===== src/rtl/spi_reg_seq.sv =====
// Register-access sequencer in front of the 3-wire SPI byte engine.
// Turns one R/W request into instruction-hi, instruction-lo and data chunks.
module spi_reg_seq #(
    parameter int ADDR_W  = 13,
    parameter int TIMEOUT = 32,
    parameter int TO_W    = 6
) (
    input  logic              CLK,
    input  logic              RST,
    input  logic              req_valid,
    output logic              req_ready,
    input  logic              req_write,
    input  logic [ADDR_W-1:0] req_addr,
    input  logic [7:0]        req_wdata,
    output logic              rsp_valid,
    output logic [7:0]        rsp_rdata,
    output logic              rsp_err,
    output logic [7:0]        chunk_data_o,
    output logic              chunk_read_o,
    output logic              chunk_start_o,
    input  logic [7:0]        chunk_data_i,
    input  logic              chunk_busy_i,
    input  logic              chunk_finish_i
);

    typedef enum logic [2:0] {
        IDLE,
        INST_HI,
        INST_LO,
        DATA,
        RESP
    } state_t;

    state_t          state_q, state_d;
    logic            wr_q, wr_d;
    logic [7:0]      inst_lo_q, inst_lo_d;
    logic [7:0]      wdata_q, wdata_d;
    logic            err_q, err_d;
    logic [TO_W-1:0] to_q, to_d;
    logic [TO_W-1:0] to_inc;
    logic            to_hit;
    logic            start_q, start_d;
    logic [7:0]      cdata_q, cdata_d;
    logic            cread_q, cread_d;
    logic [15:0]     req_inst;

    // Bit 15 flags a read; bits 14:13 are the length field (one byte).
    assign req_inst = {~req_write, 2'b00, 13'(req_addr)};
    assign to_inc   = to_q + 1'b1;
    assign to_hit   = (to_inc == TO_W'(TIMEOUT - 1));

    assign chunk_start_o = start_q;
    assign chunk_data_o  = cdata_q;
    assign chunk_read_o  = cread_q;

    always_ff @(posedge CLK or negedge RST) begin
        if (!RST) begin
            state_q   <= IDLE;
            wr_q      <= 1'b0;
            inst_lo_q <= 8'h00;
            wdata_q   <= 8'h00;
            err_q     <= 1'b0;
            to_q      <= '0;
            start_q   <= 1'b0;
            cdata_q   <= 8'h00;
            cread_q   <= 1'b0;
        end else begin
            state_q   <= state_d;
            wr_q      <= wr_d;
            inst_lo_q <= inst_lo_d;
            wdata_q   <= wdata_d;
            err_q     <= err_d;
            to_q      <= to_d;
            start_q   <= start_d;
            cdata_q   <= cdata_d;
            cread_q   <= cread_d;
        end
    end

    always_comb begin
        state_d   = state_q;
        wr_d      = wr_q;
        inst_lo_d = inst_lo_q;
        wdata_d   = wdata_q;
        err_d     = err_q;
        to_d      = to_q;
        start_d   = 1'b0;
        cdata_d   = cdata_q;
        cread_d   = cread_q;
        unique case (state_q)
            IDLE: begin
                if (req_valid && req_ready) begin
                    wr_d      = req_write;
                    inst_lo_d = req_inst[7:0];
                    wdata_d   = req_wdata;
                    err_d     = 1'b0;
                    to_d      = '0;
                    start_d   = 1'b1;
                    cdata_d   = req_inst[15:8];
                    cread_d   = 1'b0;
                    state_d   = INST_HI;
                end
            end
            INST_HI: begin
                if (chunk_finish_i) begin
                    to_d    = '0;
                    start_d = 1'b1;
                    cdata_d = inst_lo_q;
                    cread_d = 1'b0;
                    state_d = INST_LO;
                end else begin
                    to_d = to_inc;
                    if (to_hit) begin
                        err_d   = 1'b1;
                        state_d = RESP;
                    end
                end
            end
            INST_LO: begin
                if (chunk_finish_i) begin
                    to_d    = '0;
                    start_d = 1'b1;
                    cdata_d = wr_q ? wdata_q : 8'h00;
                    cread_d = ~wr_q;
                    state_d = DATA;
                end else begin
                    to_d = to_inc;
                    if (to_hit) begin
                        err_d   = 1'b1;
                        state_d = RESP;
                    end
                end
            end
            DATA: begin
                if (chunk_finish_i) begin
                    state_d = RESP;
                end else begin
                    to_d = to_inc;
                    if (to_hit) begin
                        err_d   = 1'b1;
                        state_d = RESP;
                    end
                end
            end
            RESP: begin
                state_d = IDLE;
            end
            default: begin
                state_d = IDLE;
            end
        endcase
    end

    // Ready is held low while reset is applied so every output reads 0.
    always_comb begin
        req_ready = RST && (state_q == IDLE) && !chunk_busy_i;
        rsp_valid = (state_q == RESP);
        rsp_err   = rsp_valid && err_q;
        rsp_rdata = 8'h00;
        if (rsp_valid && !wr_q && !err_q) begin
            rsp_rdata = chunk_data_i;
        end
    end

endmodule


===== config.mk =====
export PLATFORM = sky130hd
export DESIGN_NAME = spi_reg_seq
export DESIGN_NICKNAME = d
export VERILOG_FILES = /design/src/rtl/spi_reg_seq.sv
export SDC_FILE = /design/constraint.sdc
export NUM_CORES = 1
export LEC_CHECK = 0
export BUFFER_PORTS_ARGS = -buffer_cell sky130_fd_sc_hd__buf_2
export CAP_MARGIN = 0
export CORE_ASPECT_RATIO = 0.9
export CORE_MARGIN = 5
export CORE_UTILIZATION = 51
export CTS_CLUSTER_SIZE = 25
export DETAILED_ROUTE_END_ITERATION = 6
export GPL_TIMING_DRIVEN = 0
export PLACE_DENSITY = 0.77
export SLEW_MARGIN = 5
export SYNTH_ARGS = -nofsm -noshare
export SYNTH_HDL_FRONTEND = slang
export SYNTH_SLANG_ARGS = --single-unit

===== constraint.sdc =====
create_clock -name CLK -period 2 [get_ports CLK]
set_input_delay 0.1 -clock CLK [delete_from_list [all_inputs] [get_ports CLK]]
set_output_delay 0.1 -clock CLK [all_outputs]
set_load 0.005 [all_outputs]

# Yosys cells after proc, flatten, opt, wreduce, memory -nomap -nowiden
# Index checks and enable logic that the tools add are counted.
# op_classes
addsub	1
n_reduce_logical	19
n_mux	26
eq_ne	11
n_bitwise	2
# op_table
operator	n
2-to-1 mux 8 bit	5
case mux 8 bit (3 select lines)	1
2-to-1 mux 6 bit	3
case mux 6 bit (3 select lines)	1
2-to-1 mux 3 bit	5
case mux 3 bit (4 select lines)	1
inequality test 2 bit (second input constant)	5
AND reduction 4 bit	2
2-to-1 mux 1 bit	7
adder 6 x 1 -> 6 bit (second input constant)	1
== test 3 x 2 -> 1 bit (second input constant)	2
== test 6 x 5 -> 1 bit (second input constant)	1
logical AND 1 bit	6
nonzero test 3 bit	2
case mux 1 bit (2 select lines)	2
== test 3 x 1 -> 1 bit (second input constant)	1
== test 3 bit (second input constant)	1
zero test 1 bit	3
zero test 3 bit	1
case mux 1 bit (3 select lines)	1
AND reduction 3 bit	1
OR reduction 3 bit	1
inequality test 2 x 1 -> 1 bit (second input constant)	1
NOT 1 bit	2
other kinds (3)	3
# word_totals
regBits	37
input_bits	35
out_inout_bits	21
elab_cells	68

# Longest topological paths before layout
# Gate-level depths: netlist of the first run.
# logic_depth
word_depth	6
depth_mapped	6
mapped_depth_nobuf	5

# Worst setup path after synthesis of the first run
# OpenSTA, ideal clock, no wires.
# synth_timing
path_kind	register -> register
startpoint	register state_q[2]
endpoint	register cdata_q[7] (netlist: chunk_data_o[7])
stages_incl_launch_ff	7
required_ps	1875
t_arrival_ps	1475
path_slack_ps	400
path_cell_list	dfrtp_1 -> buf_6 -> or2_2 -> buf_6 -> a221oi_1 -> a21oi_1 -> mux2_2
# synth_via
elab_chain_len	6
# synth_rtl
item	line_no	source
start, declared	34	state_t state_q, state_d;
start signal, assigned	68	state_q <= state_d;
zero test 3 bit	90, 156	
logical AND 1 bit (2 in a row)	156	req_ready = RST && (state_q == IDLE) && !chunk_busy_i;
logical AND 1 bit	92	if (req_valid && req_ready) begin
inequality test 2 bit (no line)	n/a	
AND reduction 4 bit (no line)	n/a	
end signal, assigned	75	cdata_q <= cdata_d;
end, declared	43	logic [7:0] cdata_q, cdata_d;
# Several ways; a longest one is shown, not always the timed one.
# A chain may end at the register's enable or synchronous reset.

# Final worst setup path of the first run
# layout_timing
startpoint	register state_q[2]
endpoint	output port req_ready
# layout_via
elab_chain_len	3
# layout_rtl
item	line_no	source
zero test 3 bit	156	
logical AND 1 bit (2 in a row)	156	
end, declared	11	output logic req_ready,
# No other way between the ends.

==> metrics.md, run 1 <==
| Metric | Value |
|---|---|
| Status | finished, final reports clean |
| Final setup fails | 0 |
| Ys flop type | dfrtp_1 |
| Worst hold start | req_wdata[7] |
| Top cells by count, synth | dfrtp_1, mux2_2, nand2_1, and2_1, nand3_1 |
| Synth Cell Area | between 1500 and 2000 um2 |
| Crit-path most repeated cell | buf_6 |
| Pin count of the biggest net entering global routing | 38 |
| Share of cells above drive strength 1 | 0.399 |
| Setup TNS | 0 ns |
| Clock sinks | 37 |
| Worst path cell trace | buf_6, or2_2, buf_6, nor4b_1, buf_2 |
| CP peak stage delay | between 0.3 and 0.4 ns |
| Wire per inst | between 15 and 20 um |
| Leak pwr | 1.20 nW |
| Post-synthesis async set-or-reset flop share | 1.00 |
| DRT Pass-1 Iters | 4 |
| Routability congestion estimate | around 0.79 |
| Final ANT Viol Nets | 0 |
| Switching Power | approximately 0.0010 W |
| Fill cells | about 270 |
| Top cell type's share of synthesized area | 0.500 |
| Worst Skew | between 0.003 and 0.004 ns |
| Synthesized net count | 200 |
| Hold/Removal Path Class | in2reg |
| Initial DRC Count | 133 |
| Area of the core | ~3400 um2 |
| Number of global-route vias before repair | approximately 1500 |
| Total GRT Usage | 0.194 |
| Die extent in y | between 60 and 70 um |
| PD cells | around 1300 nW/um2 |
| Worst setup SP type | register |
| Clk buf depth | 2 |
| Most common cell in the synthesized netlist | dfrtp_1 |
| Comb pwr share | 0.347 |
| Synth area leader | dfrtp_1 |
| #FFs+latches synth | 37 |
| Peak VDD IR | about 0.66 mV |
| Grt total ovfl | 0 |
| Area taken by multi-input logic gates | 861 um2 |
| Fmax | around 0.54 GHz |
| Die area | around 4900 um2 |
| DRC viols | 0 |
| CP Max Fanout | 10 |
| FF-to-FF Start | wr_q |
| Post-CTS Setup Inserts | 0 |
| Reg power frac | 0.405 |
| Reg2Reg Depth | 4 |
| Final net count | 264 |
| Ant. Diodes | 0 |
| RSZ-0062 raised after global routing | false |
| CTS tree | built |
| Int Pwr | about 0.0021 W |
| Slowest cell on crit path | dfrtp_1 |
| Worst setup EP type | output port |
| Worst-margin pin slew | about 0.7 ns |
| First-pass GRT wire length | about 7200 um |
| Sequential share of the synthesized area | 0.500 |
| Clock share of power | 0.248 |
| Signal arrival time at the worst endpoint | between 1.5 and 2 ns |
| Max_slew headroom | 0.528 |
| Total Wirelength | 4460 um |
| Vias per cell | approximately 5.7 |
| Minimum clock period after layout | ~1.8 ns |
| H-tree depth | 2 |
| Initial antenna violation count | 0 |
| Area contributors post-synth | dfrtp_1, mux2_2, mux2i_1 |
| Mapped Cells | around 160 |
| Area taken by flip-flops and latches | between 900 and 1000 um2 |
| Reg-to-reg slack, setup | about 0.22 ns |
| Worst path required time | about 1.9 ns |
| Max-cap violations | 0 |
| EDFF count, synth | 0 |
| Starting Density | 0.540 |
| Inserted Clock Buffers | 5 |
| Syn Area/Cell | 11.4 um2 |
| Max-slew violations | 0 |
| Clock Latency Late Sink | approximately 0.29 ns |
| Via count | ~1600 |
| Setup WS post-layout | roughly 0.16 ns |
| Die span in x | 73.5 um |
| Hold path depth | 2 |
| Worst Hold Endpoint | wdata_q[7] |
| Final-report hold violation count | 0 |
| Layout area overhead | 27.5% |
| Library cells used by synthesis | 37 |
| Worst Path Class, Setup | reg2out |
| Fin crit share | 0.919 |
| I/O pins | 56 |
| Synth warn | 0 |
| FF-to-FF End | chunk_data_o[1] |
| Hpwl dp | 3370 um |
| Reg clk slew, reported paths | about 0.07 ns |
| Rows | 20 |
| Sw frac | 0.330 |
| Port buffer count | 55 |
| Root Driver | clkbuf_8 |
| Worst slack at placement | approximately 0.019 ns |
## cells in the final DEF (no fill, tap or decap), drive strengths merged, types with 2 or more instances in the layout
| cell | netlist | final |
|---|---|---|
| clkbuf | 3 | 8 |
| mux2 | 19 | 19 |
| a22o | 2 | 2 |
| nor3b | 3 | 3 |
| and2b | 2 | 2 |
| o41ai | 2 | 2 |
| a21oi | 4 | 4 |
| a32o | 2 | 2 |
| mux2i | 7 | 7 |
| inv | 7 | 8 |
| buf | 5 | 61 |
| or3 | 3 | 3 |
| a221oi | 6 | 6 |
| and3 | 3 | 3 |
| a221o | 5 | 5 |
| o21ai | 6 | 6 |
| and2 | 8 | 8 |
| nand3 | 8 | 8 |
| dfrtp | 37 | 37 |
| ha | 2 | 2 |
| nor2 | 2 | 2 |
| nand3b | 2 | 2 |
| nand2 | 11 | 11 |
| nor3 | 2 | 2 |
| bufinv | 0 | 2 |
## through the flow
stage          hold WS [ns]   util  total power [W]  area, um2  std cells
2_1_floorplan        -0.196      -          0.00197       1850        163
3_3_place_gp          0.223  0.636          0.00226       2180        262
3_5_place_dp          0.246  0.636          0.00234       2180        262
4_1_cts              0.0213  0.686          0.00314       2350        272
5_1_grt              0.0226  0.688          0.00333       2360        272
6_report             0.0294  0.688          0.00313       2360        272
## cell families (layout without fill, tap and decap cells)
family / Yosys count / after routing / synth area share
flops: 37 / 37 / 0.500
fa+ha+maj: 2 / 2 / 0.0135
simple gates: 49 / 49 / 0.147
mux: 26 / 26 / 0.153
compound gates: 32 / 32 / 0.135
xor+xnor: 2 / 2 / 0.00947
buf+inv: 15 / 80 / 0.0406
## layout make-up
type                       instances  area share
timing repair buffer              57       0.129
inverter                           7      0.0111
buffer                             8      0.0207
clock inverter                     3      0.0292
sequential                        37       0.392
clock buffer                       5      0.0292
multi-input combinational        111       0.365
tap                               44      0.0233
## worst max-delay path, delay by kind of cell (launching register included)
family / cells / cell delay, ns
simple gates: 2 / 0.62
flops: 1 / 0.38
buf+inv: 3 / 0.45
## sequential cells by signal, indices dropped and copies added (netlist names), 3 cells and up
register	cells
chunk_data_o	8
inst_lo_q	8
state_q	3
to_q	6
wdata_q	8
## how the worst max path moves through the flow
stage          startpoint  slack [ns]         endpoint  cells after the start
2_1_floorplan  state_q[2]        0.40  chunk_data_o[7]                      6
3_3_place_gp          RST        0.09  chunk_data_o[1]                      6
3_5_place_dp          RST        0.02  chunk_data_o[1]                      6
4_1_cts        state_q[2]        0.11     rsp_rdata[7]                      6
5_1_grt        state_q[2]       0.003     rsp_rdata[4]                      6
6_report       state_q[2]        0.16        req_ready                      5
## per-layer routing
metal | vias up | wire length [um] | track usage | share of wire
met2 | 77 | 2000 | 0.299 | 0.45
met3 | 13 | 496 | 0.0759 | 0.11
met1 | 740 | 1830 | 0.237 | 0.41
met4 | 0 | 119 | 0.0950 | 0.027
li1 | 726 | - | - | -
met5 | - | 0 | 0 | 0
## power groups by stage
stage / registers (W) / logic (W) / clock network, W
after floorplan: 0.00121 / 0.000758 / 0
after global placement: 0.00125 / 0.00101 / 0
after detailed placement: 0.00127 / 0.00107 / 0
after CTS: 0.00126 / 0.00109 / 0.000789
after global routing: 0.00130 / 0.00121 / 0.000820
final: 0.00127 / 0.00108 / 0.000777
## what timing repair did
action                                  CTS  global route
gates cloned                              0             0
hold buffers                              2             0
endpoints found under the setup margin    8             8
resized for setup                         1             1
hold endpoints to repair                 37             0
Note: power is estimated with default switching activity, not from simulation.
==> run 2, diff against run 1 <==
- CORE_ASPECT_RATIO: 0.9 -> not set
==> run 2 against run 1 <==
Effect of this change: register-to-register slack better by 0.02 ns; flip-flop and latch count unchanged; first-iteration DRC count fell by 33%; sequential share of layout area decreased by 1.1 points; die area is essentially flat; wire length increased by 1.7%; non-clock buffer count increased by 13; final area up 2.8%; critical path type unchanged; critical endpoint is now rsp_rdata[0]; highest routed layer unchanged.
==> metrics.md, run 2 (synthesis gave the netlist of run 1 again) <==
| Metric | Value |
|---|---|
| Status | finished, final reports clean |
| Total GRT Usage | 0.194 |
| Setup TNS | 0 ns |
| Die area | about 4900 um2 |
| Leak pwr | roughly 1.2 nW |
| Number of global-route vias before repair | ~1700 |
| Worst-margin pin slew | roughly 0.67 ns |
| Final setup fails | 0 |
| Clock Latency Late Sink | between 0.3 and 0.4 ns |
| Hold/Removal Path Class | in2reg |
| Wire per inst | 15.8 um |
| DRT Pass-1 Iters | 4 |
| Fmax | approximately 0.55 GHz |
| Most common cell after layout, fill and taps aside | buf_2 |
| Grt total ovfl | 0 |
| Total Wirelength | approximately 4500 um |
| Worst slack at placement | -0.0000937 ns |
| Worst path required time | 1.90 ns |
| Peak VDD IR | roughly 0.88 mV |
| Routability congestion estimate | 0.909 |
| Worst Skew | just over 0.008 ns |
| Final net count | about 280 |
| Inserted Clock Buffers | 5 |
| Worst Path Class, Setup | reg2out |
| Signal arrival time at the worst endpoint | 1.71 ns |
| Ant. Diodes | 0 |
| Max-cap violations | 0 |
| Post-CTS Setup Inserts | 0 |
| Util after Layout | 0.710 |
| Vias per cell | 5.67 |
| Initial DRC Count | between 80 and 90 |
| Port buffer count | 55 |
| Clk buf depth | 2 |
| Final ANT Viol Nets | 0 |
| PD cells | between 1000 and 1500 nW/um2 |
| Area of the core | ~3400 um2 |
| Total Power | 0.00279 W |
| Pin count of the biggest net entering global routing | 38 |
| Hpwl dp | approximately 3400 um |
| Most frequent cells in the layout | buf_2, dfrtp_1, mux2_2, dlygate4sd3_1, nand2_1 |
| Clock sinks | 37 |
| Root Driver | clkbuf_4 |
| CTS tree | built |
| I/O pins | 56 |
| Minimum clock period after layout | 1.81 ns |
| Die span in x | around 70 um |
| Worst setup SP type | register |
| Max-slew violations | 0 |
| RSZ-0062 raised after global routing | false |
| Worst setup EP type | output port |
| CP Max Fanout | 10 |
| DRC viols | 0 |
| Max_slew headroom | 0.553 |
| Setup WS post-layout | around 0.19 ns |
| Die extent in y | around 70 um |
| Initial antenna violation count | 0 |
| Fin crit share | 0.905 |
| Reg clk slew, reported paths | 0.11 ns |
| Via count | 1621 |
| First-pass GRT wire length | 7770 um |
| Final-report hold violation count | 0 |
| Starting Density | 0.542 |
| Rows | 21 |
| Fill cells | roughly 250 |
| Layout area overhead | 31.0% |
| H-tree depth | 2 |
| Share of cells above drive strength 1 | 0.383 |
-- run 2: cell count changes in the layout (fill, tap and decap cells not counted), sizes merged --
cell and change:
bufinv -2, clkinvlp +1, clkbuf +1, dlygate4sd3 +13
inv -1
-- run 2: timing repair --
item	in CTS	in global routing
hold buffers	15	0
resized for setup	1	3
pin swaps	0	0
setup endpoints to repair	8	9
hold endpoints to repair	50	0
-- run 2: final cells by class --
class,instances,area [um2],share of cell area
Buffer,8,48.8,0.0201
Clock buffer,6,51.3,0.0212
Clock inverter,1,7.51,0.00310
Inverter,7,26.3,0.0108
Multi-Input combinational cell,111,872,0.360
Sequential cell,37,926,0.382
Tap cell,46,57.6,0.0237
Timing Repair Buffer,70,435,0.180
-- run 2: metrics by stage --
step                hold WS, ns  cells  area (um2)
floorplan                -0.196    163        1850
detailed placement        0.247    264        2180
CTS                     0.00508    286        2410
global route            0.00234    286        2420
finish                   0.0137    286        2420
global placement          0.229    264        2180
-- run 2: final timing paths --
path	to	cells after the start	startpoint	slack, ns
max	rsp_rdata[0]	6	state_q[2]	0.19
max reg2reg	chunk_data_o[4]	4	wr_q	0.24
min	wdata_q[7]	2	req_wdata[7]	0.01
max in group asynchronous	inst_lo_q[2]	3	RST	1.50
min reg2reg	chunk_data_o[0]	2	chunk_data_o[0]	0.49
min in group asynchronous	chunk_data_o[5]	3	RST	0.31
-- run 2: per-layer routing --
metal / track usage / vias to the layer above / share of wire
met5: 0 / - / 0
met4: 0.0936 / 0 / 0.028
met1: 0.226 / 770 / 0.41
li1: - / 755 / -
met2: 0.320 / 81 / 0.49
met3: 0.0617 / 15 / 0.080
-- run 2: worst max-delay path, stage by stage, from the launching register on --
cell and delay (ns):
dfrtp_1 0.36, buf_6 0.13, inv_1 0.09, nor3_2 0.22, nor3b_4 0.29, and2_1 0.17
buf_2 0.11
-- run 2: power by group --
group | internal, W | switching, W | total (W)
sequential | 0.00105 | 0.000226 | 0.00127
clock | 0.000165 | 0.000238 | 0.000403
combinational | 0.000566 | 0.000546 | 0.00111
total | 0.00178 | 0.00101 | 0.00279
